`src/rtl/latch_word_assembler_pkg.sv`:
```
// Shared types and helpers for the latch word assembler.
// Output slot states and the bit counter width function.
package latch_asm_pkg;

    typedef enum logic {
        SLOT_EMPTY,
        SLOT_FULL
    } slot_state_t;

    function automatic int cnt_w(input int width);
        return $clog2(width);
    endfunction

endpackage

```
`src/rtl/latch_word_assembler_if.sv`:
```
// Bus bundle between the upstream D latch / downstream consumer and the assembler.
// The slave modport is the assembler side; the master modport is the environment side.
interface latch_word_assembler_if
    import latch_asm_pkg::*;
#(
    parameter int WIDTH = 8
);

    logic                       latch_q;
    logic                       latch_en;
    logic                       out_ready;
    logic [WIDTH-1:0]           word_out;
    logic                       word_valid;
    logic                       overrun;
    logic [cnt_w(WIDTH)-1:0]    bit_count;

    modport slave (
        input  latch_q,
        input  latch_en,
        input  out_ready,
        output word_out,
        output word_valid,
        output overrun,
        output bit_count
    );

    modport master (
        output latch_q,
        output latch_en,
        output out_ready,
        input  word_out,
        input  word_valid,
        input  overrun,
        input  bit_count
    );

endinterface

```
`src/rtl/latch_word_assembler_sync.sv`:
```
// Synchronizers for latch_q / latch_en plus falling-edge detect on the synchronized enable.
// d_s and the enable are sampled on the same clk edge, so d_s is the captured bit when fall is high.
module sync_fall_detect #(
    parameter int SYNC_STAGES = 2
) (
    input  logic clk,
    input  logic rst,
    input  logic d_in,
    input  logic en_in,
    output logic d_s,
    output logic fall
);

    logic [SYNC_STAGES-1:0] d_sync;
    logic [SYNC_STAGES-1:0] en_sync;
    logic                   en_d;

    always_ff @(posedge clk) begin
        if (rst) begin
            d_sync  <= '0;
            en_sync <= '0;
            en_d    <= 1'b0;
        end else begin
            d_sync  <= {d_sync[SYNC_STAGES-2:0], d_in};
            en_sync <= {en_sync[SYNC_STAGES-2:0], en_in};
            en_d    <= en_sync[SYNC_STAGES-1];
        end
    end

    assign d_s  = d_sync[SYNC_STAGES-1];
    assign fall = en_d & ~en_sync[SYNC_STAGES-1];

endmodule

```
`src/rtl/latch_word_assembler.sv`:
```
// Packs one bit per closing of an upstream D latch into WIDTH-bit words,
// presented through a single valid/ready output slot with a sticky overrun flag.
module latch_word_assembler
    import latch_asm_pkg::*;
#(
    parameter int WIDTH       = 8,
    parameter bit MSB_FIRST   = 1'b1,
    parameter int SYNC_STAGES = 2
) (
    input  logic                   clk,
    input  logic                   rst,
    latch_word_assembler_if.slave  bus
);

    localparam int CW = cnt_w(WIDTH);
    localparam logic [CW-1:0] LAST_BIT = CW'(WIDTH - 1);

    logic              q_s;
    logic              cap;
    logic              complete;
    logic [WIDTH-1:0]  shift_reg;
    logic [WIDTH-1:0]  shift_nxt;
    logic [CW-1:0]     bit_count_q;
    logic [WIDTH-1:0]  word_q;
    logic              overrun_q;
    logic              load_word;
    logic              set_overrun;
    slot_state_t       state_q;
    slot_state_t       state_nxt;

    sync_fall_detect #(
        .SYNC_STAGES (SYNC_STAGES)
    ) u_sync (
        .clk   (clk),
        .rst   (rst),
        .d_in  (bus.latch_q),
        .en_in (bus.latch_en),
        .d_s   (q_s),
        .fall  (cap)
    );

    generate
        if (MSB_FIRST) begin : g_msb_first
            assign shift_nxt = {shift_reg[WIDTH-2:0], q_s};
        end else begin : g_lsb_first
            assign shift_nxt = {q_s, shift_reg[WIDTH-1:1]};
        end
    endgenerate

    assign complete = cap && (bit_count_q == LAST_BIT);

    always_ff @(posedge clk) begin
        if (rst) begin
            state_q <= SLOT_EMPTY;
        end else begin
            state_q <= state_nxt;
        end
    end

    // A completion while the slot is full only lands if the held word leaves this cycle.
    always_comb begin
        state_nxt   = state_q;
        load_word   = 1'b0;
        set_overrun = 1'b0;
        case (state_q)
            SLOT_EMPTY: begin
                if (complete) begin
                    state_nxt = SLOT_FULL;
                    load_word = 1'b1;
                end
            end
            SLOT_FULL: begin
                if (bus.out_ready) begin
                    if (complete) begin
                        load_word = 1'b1;
                    end else begin
                        state_nxt = SLOT_EMPTY;
                    end
                end else if (complete) begin
                    set_overrun = 1'b1;
                end
            end
            default: begin
                state_nxt = SLOT_EMPTY;
            end
        endcase
    end

    always_ff @(posedge clk) begin
        if (rst) begin
            shift_reg   <= '0;
            bit_count_q <= '0;
            word_q      <= '0;
            overrun_q   <= 1'b0;
        end else begin
            if (cap) begin
                if (complete) begin
                    shift_reg   <= '0;
                    bit_count_q <= '0;
                end else begin
                    shift_reg   <= shift_nxt;
                    bit_count_q <= bit_count_q + 1'b1;
                end
            end
            if (load_word) begin
                word_q <= shift_nxt;
            end
            if (set_overrun) begin
                overrun_q <= 1'b1;
            end
        end
    end

    assign bus.word_out   = word_q;
    assign bus.word_valid = (state_q == SLOT_FULL);
    assign bus.overrun    = overrun_q;
    assign bus.bit_count  = bit_count_q;

endmodule

```
`src/flat_wrapper.sv`:
```
// flat-port wrapper written by rule: the top's interface ports become plain ports
module latch_word_assembler_flat import latch_asm_pkg::*;
#(
    parameter int WIDTH       = 8,
    parameter bit MSB_FIRST   = 1'b1,
    parameter int SYNC_STAGES = 2
)
  (clk, rst, bus_latch_q, bus_latch_en, bus_out_ready, bus_word_out, bus_word_valid, bus_overrun, bus_bit_count);
  latch_word_assembler_if #(.WIDTH(WIDTH)) bus_i ();
  input  logic clk;
  input  logic rst;
  input wire logic [$bits(bus_i.latch_q)-1:0] bus_latch_q;
  input wire logic [$bits(bus_i.latch_en)-1:0] bus_latch_en;
  input wire logic [$bits(bus_i.out_ready)-1:0] bus_out_ready;
  output wire logic [$bits(bus_i.word_out)-1:0] bus_word_out;
  output wire logic [$bits(bus_i.word_valid)-1:0] bus_word_valid;
  output wire logic [$bits(bus_i.overrun)-1:0] bus_overrun;
  output wire logic [$bits(bus_i.bit_count)-1:0] bus_bit_count;
  assign bus_i.latch_q = bus_latch_q;
  assign bus_i.latch_en = bus_latch_en;
  assign bus_i.out_ready = bus_out_ready;
  assign bus_word_out = bus_i.word_out;
  assign bus_word_valid = bus_i.word_valid;
  assign bus_overrun = bus_i.overrun;
  assign bus_bit_count = bus_i.bit_count;
  latch_word_assembler #(.WIDTH(WIDTH), .MSB_FIRST(MSB_FIRST), .SYNC_STAGES(SYNC_STAGES)) u_core (.clk(clk), .rst(rst), .bus(bus_i));
endmodule
```
`config.mk`:
```
export PLATFORM = sky130hd
export DESIGN_NAME = latch_word_assembler_flat
export DESIGN_NICKNAME = d
export VERILOG_FILES = /design/src/rtl/latch_word_assembler_pkg.sv /design/src/rtl/latch_word_assembler_if.sv /design/src/rtl/latch_word_assembler_sync.sv /design/src/rtl/latch_word_assembler.sv /design/src/flat_wrapper.sv
export SDC_FILE = /design/constraint.sdc
export NUM_CORES = 1
export LEC_CHECK = 0
export ABC_AREA = 0
export ABC_CLOCK_PERIOD_IN_PS = 1450
export CORE_UTILIZATION = 44
export CTS_CLUSTER_DIAMETER = 100
export DETAILED_ROUTE_END_ITERATION = 12
export PLACE_DENSITY = 0.8
export SLEW_MARGIN = 10
export SYNTH_ARGS = -nofsm -noshare
export SYNTH_HDL_FRONTEND = slang
export SYNTH_SLANG_ARGS = --single-unit
```
`constraint.sdc`:
```
create_clock -name clk -period 1.45 [get_ports clk]
set_clock_uncertainty 0.05 [all_clocks]
set_input_delay 0.435 -clock clk [delete_from_list [all_inputs] [get_ports clk]]
set_output_delay 0.435 -clock clk [all_outputs]
set_load 0.05 [all_outputs]
```
==> run_summary.xml <==
<?xml version="1.0" encoding="UTF-8"?>
<metrics>
  <group name="finish">
    <metric name="antenna_cells_inserted" unit="">0</metric>
    <metric name="layout-area-overhead-vs-synth" unit="%">52.33</metric>
    <metric name="final_common_cell" unit="">dfxtp_1</metric>
    <metric name="n_fill_cell" unit="">152</metric>
    <metric name="number_of_flip_flops_under_the_largest_register_name" unit="">8</metric>
    <metric name="final_cell_mix" unit="">21 x dfxtp_1, 14 x buf_12, 12 x a21oi_1, 9 x nand2_1, 9 x nand3b_1</metric>
    <metric name="nNetsFinal" unit="">134</metric>
    <metric name="post_route_cells_drive_above_1_share" unit="%">34.92</metric>
    <metric name="instances_no_fill" unit="">153</metric>
  </group>
  <group name="power">
    <metric name="post-layout-total-power" unit="µW">1056</metric>
    <metric name="worst_ir_drop_vdd" unit="mV">0.6739</metric>
    <metric name="p_leak" unit="µW">0.0005702</metric>
    <metric name="power-per-cell-area" unit="nW/µm²">716.0</metric>
  </group>
  <group name="route">
    <metric name="totalWireLength" unit="mm">2.079</metric>
    <metric name="avgViaCountPerCell" unit="">5.451</metric>
    <metric name="dr.pass1.iters" unit="">4</metric>
    <metric name="wl_per_cell" unit="µm">13.59</metric>
    <metric name="final_antenna_net_count" unit="">0</metric>
    <metric name="routed-via-count" unit="">834</metric>
    <metric name="drc" unit="">0</metric>
    <metric name="drt_first_iter_violations" unit="">16</metric>
  </group>
  <group name="critical_path">
    <metric name="critPathMaxStageDelay" unit="ns">0.40</metric>
    <metric name="critical_path_peak_fanout" unit="">6</metric>
    <metric name="arrival_time_worst_endpoint" unit="ns">1.65</metric>
    <metric name="critical_path_class" unit="">flop to flop</metric>
    <metric name="worstSetupStartpointType" unit="">flop</metric>
    <metric name="path_cells" unit="">ha_4 &gt; ha_4 &gt; nand3b_4 &gt; or3b_4 &gt; a21oi_2</metric>
    <metric name="worstPathRequired" unit="ns">1.65</metric>
    <metric name="timing.critical_path.buf_inv" unit="">0</metric>
    <metric name="timing.critical_path.max_delay_family" unit="">simple AND/OR/NAND/NOR gates</metric>
    <metric name="setup.worst_path.end_class" unit="">flop</metric>
    <metric name="path_common_cell" unit="">ha_4</metric>
    <metric name="critical_path.slowest_cell" unit="">or3b_4</metric>
  </group>
  <group name="yosys">
    <metric name="async_reset_ff_share" unit="%">0</metric>
    <metric name="number_of_flops_mapped_to_enable_cells_by_yosys" unit="">0</metric>
    <metric name="synthesis.yosys.warnings" unit="">0</metric>
    <metric name="post_synth_instance_area" unit="µm²">968.4</metric>
    <metric name="post_synth_num_cell_types" unit="">20</metric>
    <metric name="syn_inst" unit="">101</metric>
    <metric name="post_synth_main_area_contributors" unit="">dfxtp_1 52%, a21oi_1 9.3%, nand3b_1 7.0%</metric>
    <metric name="syn-mean-instance-area" unit="µm²">9.588</metric>
    <metric name="seq_area_frac_synth" unit="%">51.68</metric>
    <metric name="ys_ff_latch" unit="">25</metric>
    <metric name="yosysTopAreaCellShare" unit="%">51.68</metric>
    <metric name="synth_fp_nets" unit="">108</metric>
    <metric name="netlist.top_cell.by_area" unit="">dfxtp_1</metric>
    <metric name="ys.flop_type" unit="">dfxtp_1</metric>
  </group>
  <group name="floorplan">
    <metric name="die-area" unit="µm²">2393</metric>
    <metric name="row_count" unit="">16</metric>
    <metric name="initial_core_utilization" unit="%">47.90</metric>
    <metric name="die-width" unit="µm">48.92</metric>
    <metric name="ios" unit="">18</metric>
    <metric name="core" unit="µm²">2022</metric>
    <metric name="die-height" unit="µm">48.92</metric>
  </group>
  <group name="clock_network">
    <metric name="cts.clk_slew.worst_paths" unit="ns">0.13</metric>
    <metric name="worst_skew_pair.late_latency" unit="ns">0.31</metric>
    <metric name="cts_tree" unit="">yes</metric>
    <metric name="clk_root_buf" unit="">clkbuf_4</metric>
    <metric name="cts_buffer_depth" unit="">2</metric>
    <metric name="tritoncts_num_sinks" unit="">25</metric>
    <metric name="cts_inserted_buffers" unit="">3</metric>
    <metric name="cts_max_level" unit="">1</metric>
  </group>
  <group name="sta">
    <metric name="final_max_slew_viol_count" unit="">0</metric>
    <metric name="setup_viol" unit="">0</metric>
    <metric name="final.min_clock_period" unit="ns">1.448</metric>
    <metric name="fmax" unit="GHz">0.6905</metric>
    <metric name="timing_hold_violations_final" unit="">0</metric>
    <metric name="grt_setup_unrepaired" unit="">yes</metric>
    <metric name="tightest_slew" unit="ns">0.4242</metric>
    <metric name="period_share" unit="%">99.88</metric>
    <metric name="maxSlewHeadroom" unit="%">71.72</metric>
  </group>
  <group name="global_route">
    <metric name="grt_antenna_before_repair" unit="">0</metric>
    <metric name="largest_net_degree_at_the_start_of_global_routing" unit="">20</metric>
    <metric name="grt-ovfl-total" unit="">0</metric>
    <metric name="grt.total_usage" unit="%">18.33</metric>
    <metric name="wire_length_of_the_first_global_routing_pass" unit="mm">3.284</metric>
    <metric name="first_global_vias" unit="">762</metric>
  </group>
  <group name="place">
    <metric name="detailed_place_hpwl" unit="mm">1.327</metric>
    <metric name="placed_cells" unit="">146</metric>
    <metric name="finalWeightedCongestion" unit="">0.6999</metric>
    <metric name="port-buffer-count" unit="">17</metric>
  </group>
  <group name="status">
    <metric name="outcome" unit="">complete, no violations</metric>
  </group>
  <group name="flow_run">
    <metric name="maxCapViolCount" unit="">0</metric>
  </group>
  <group name="min_path">
    <metric name="timing.hold.worst.class" unit="">flop to flop</metric>
  </group>
</metrics>
==> kinds of logic (layout without fill, tap and decap cells) <==
kind of cell | Yosys count | in the layout | synth area share, %
simple gates | 39 | 41 | 27.00
compound gates | 27 | 27 | 14.08
flops | 25 | 25 | 51.68
buf+inv | 7 | 30 | 3.617
fa+ha+maj | 2 | 2 | 2.584
mux | 1 | 1 | 1.034
==> final cells by class <==
cell class | count | area, µm² | area share, %
multi-input cells | 71 | 518.0 | 35.11
flip-flops and latches | 25 | 510.5 | 34.61
repair buffers | 26 | 386.6 | 26.21
well taps | 27 | 33.78 | 2.290
clock buffers | 4 | 26.28 | 1.781
==> through the flow <==
stage / utilization (%) / TNS, ns / hold WS (ns) / area, µm² / worst slack (ns)
after floorplan: - / -0.2585 / 0.3638 / 1003 / -0.06894
after global placement: 68.01 / -2.504 / 0.3728 / 1375 / -0.3371
after detailed placement: 68.01 / -2.830 / 0.3832 / 1375 / -0.3965
after CTS: 70.92 / 0 / 0.4112 / 1434 / 0.006293
after global routing: 72.96 / -0.2157 / 0.4273 / 1475 / -0.04713
final: 72.96 / 0 / 0.4075 / 1475 / 0.001695
==> path summary, 6_finish.rpt <==
kind                                              start                 endpoint  slack, ns  cells past startpoint
worst max-delay path            u_core.bus.bit_count[0]   u_core.bus.word_out[4]      0.002                      5
worst min-delay path            u_core.u_sync.d_sync[0]  u_core.u_sync.d_sync[1]       0.41                      1
worst max register to register  u_core.bus.bit_count[0]   u_core.bus.word_out[4]      0.002                      5
worst min register to register  u_core.u_sync.d_sync[0]  u_core.u_sync.d_sync[1]       0.41                      1
==> report_power, final <==
part	total [µW]	switching (µW)	internal [µW]
logic	56.3	26.0	30.2
registers	696	5.51	691
clock network	304	196	108
total	1060	228	829
==> worst reg2reg max path: stages (launching register included) <==
cell and delay, ns:
dfxtp_4 0.39, ha_4 0.14, ha_4 0.16, nand3b_4 0.12, or3b_4 0.40, a21oi_2 0.13
==> routing by layer <==
layer / GRT usage [%] / wire length, µm
met2: 31.94 / 1074
met5: 0 / 0
met3: 2.804 / 89
met1: 21.48 / 882
met4: 9.804 / 32
==> synth_stat cells (2+ instances only) <==
master / number
nor2_1: 4
clkbuf_1: 5
or3b_2: 3
nand2_1: 9
ha_1: 2
a21oi_1: 18
dfxtp_1: 25
o21ai_0: 7
or3b_1: 5
nand3b_1: 9
nor2b_1: 5
==> repair_timing <==
action | CTS | global route
cloned | 2 | 0
hold buffers | 0 | 0
pin swaps | 2 | 1
setup buffers | 1 | 1
setup endpoints to repair | 5 | 9
resized for setup | 6 | 11
Power figures use the tool's default switching activity.
==> RTL change (config.mk and constraints unchanged) <==
`WIDTH` is set to 8 in 3 places; all go to 9.
--- a/src/rtl/latch_word_assembler_if.sv
+++ b/src/rtl/latch_word_assembler_if.sv
@@ -5,3 +5,3 @@
 #(
-    parameter int WIDTH = 8
+    parameter int WIDTH = 9
 );
--- a/src/rtl/latch_word_assembler.sv
+++ b/src/rtl/latch_word_assembler.sv
@@ -5,3 +5,3 @@
 #(
-    parameter int WIDTH       = 8,
+    parameter int WIDTH       = 9,
     parameter bit MSB_FIRST   = 1'b1,
--- a/src/flat_wrapper.sv
+++ b/src/flat_wrapper.sv
@@ -3,3 +3,3 @@
 #(
-    parameter int WIDTH       = 8,
+    parameter int WIDTH       = 9,
     parameter bit MSB_FIRST   = 1'b1,
Interface: changed (resized bus_bit_count and bus_word_out); port bits go from 18 to 20. The function was not compared with the original's and may differ.
==> RTL change against the unedited design <==
- routed wire length up 10%
- total power up 12%
- final area up 8.8%
- sequential cell count up 3
- die area up 10%
- worst setup slack better by 0.0045 ns
- synthesized area up 11%
- non-clock buffer count up 6
- highest routed layer unchanged
==> RTL change: results (changes against the unedited design) <==
stage;metric;value;unit;change
layout;clock-cell share of area;1.64;%;-0.14 points
placed_design;dpl cells;156;;+6.8%
pwr;PD cells;734;nW/um2;+2.6%
critical_path;Worst R2R End;u_core.bus.word_out[7]$_SDFFE_PP0P_;;
layout;Non-clk bufs;32;;+23%
sta;Slew headroom;80.4;%;+8.6 points
detailed_routing;vias;841;;+0.84%
layout;layout cells sized above 1;37.2;%;+2.3 points
pwr;peak supply drop;0.000606;V;-10%
critical_path;cells on worst reg2reg path;6;;+1
placed_design;DP Worst Slack;-0.285;ns;+0.111 ns
placed_design;Port Buffer Count;19;;+2
grt;M2 GR Usage;37.0;%;+5.1 points
logic_synthesis;cell area after synthesis;1070;um2;+11%
layout;non-clock buffer share of cell area;28.8;%;+2.6 points
logic_synthesis;Seq/Total Area, Yosys;52.2;%;+0.53 points
pwr;clock network power;0.328;mW;+7.9%
detailed_routing;WL per Instance;13.9;um;+2.0%
run_status;status;complete, no violations;;
layout;Logic inverters;3;;+3
detailed_routing;Vias/cell;5.10;;-6.5%
pwr;Clk pwr share;27.8;%;-0.9 points
grt;GRT Util Overall;18.7;%;+0.36 points
logic_synthesis;syn avg cell area;10.3;um2;+7.7%
pwr;Internal Pwr Total;0.919;mW;+11%
layout;Fill cells;175;;+15%
layout;multi-input logic cell count;70;;-1.4%
cts;TritonCTS Sinks;28;;+12%
grt;met1 usage;19.3;%;-2.1 points
cts;CTS clock-pin slew for the worst setup and hold paths;0.15;ns;+0.02 ns
grt;vias in the first global route;768;;+0.79%
critical_path;CP max FO;2;;-4
detailed_routing;Met2 Routed Length;1280;um;+19%
sta;WHS;0.410;ns;+0.00265 ns
layout;# nets final;145;;+8.2%
layout;max FFs per register;9;;+1
placed_design;DP Area;1510;um2;+10%
grt;routing usage on met3;2.68;%;-0.13 points
critical_path;Top delay family on crit path;flip-flops;;
layout;sequential portion of the cell area;35.5;%;+0.94 points
placed_design;post-DP HPWL;1710;um;+29%
critical_path;WP data arrival;0.96;ns;-0.69 ns
logic_synthesis;Distinct cells, synth;25;;+25%
critical_path;Crit-path slowest cell;dfxtp_4;;
logic_synthesis;Post-Syn Nets;111;;+2.8%
cts;clk_lat worst skew;0.33;ns;+0.02 ns
detailed_routing;met1 WL;918;um;+4.1%
[RTL change: changes by cell type in the layout (fill, tap and decap cells not counted), moves of 3 or more]
| cell | delta |
|---|---|
| a21oi_1 | -7 |
| a21oi_2 | -6 |
| a22o_2 | +7 |
| buf_4 | +3 |
| dfxtp_1 | +3 |
| mux2i_1 | +8 |
| nand2_1 | +13 |
| nand3_1 | +3 |
| nand3b_1 | -8 |
| o21ai_1 | -4 |
| or3b_1 | -4 |
| or3b_4 | -4 |
[RTL change: cell families (layout without fill, tap and decap cells)]
logic type / Yosys count / count (layout) / synth area share, %
buffers and inverters: 6 / 39 / 2.91
AND/OR/NAND/NOR: 43 / 43 / 23.0
flip-flops: 28 / 28 / 52.2
multiplexers: 9 / 9 / 8.39
XOR/XNOR: 1 / 1 / 0.816
AO/OA/AOI/OAI: 15 / 15 / 10.4
adder cells (fa/ha/maj): 2 / 2 / 2.33
[RTL change: worst max path at each step]
stage | slack [ns] | start | to
global placement | -0.21 | rst | u_core.bus.word_out[4]$_SDFFE_PP0P_
finish | 0.006 | u_core.bus.bit_count[0]$_SDFFE_PP0P_ | bus_bit_count[0]
global route | -0.03 | u_core.bus.bit_count[1]$_SDFFE_PP0P_ | bus_bit_count[1]
floorplan | 0.002 | u_core.bus.bit_count[0]$_SDFFE_PP0P_ | u_core.shift_reg[1]$_SDFFE_PP0P_
CTS | 0.003 | u_core.bus.bit_count[0]$_SDFFE_PP0P_ | bus_bit_count[0]
detailed placement | -0.29 | rst | u_core.bus.word_out[6]$_SDFFE_PP0P_
[RTL change: timing repair]
action                                 in CTS  in global routing
gates cloned                                1                  0
endpoints found under the hold margin       0                  0
setup endpoints to repair                  12                 11
buffers inserted                            2                  2
gates resized for setup                     5                  3
pin swaps                                   2                  2
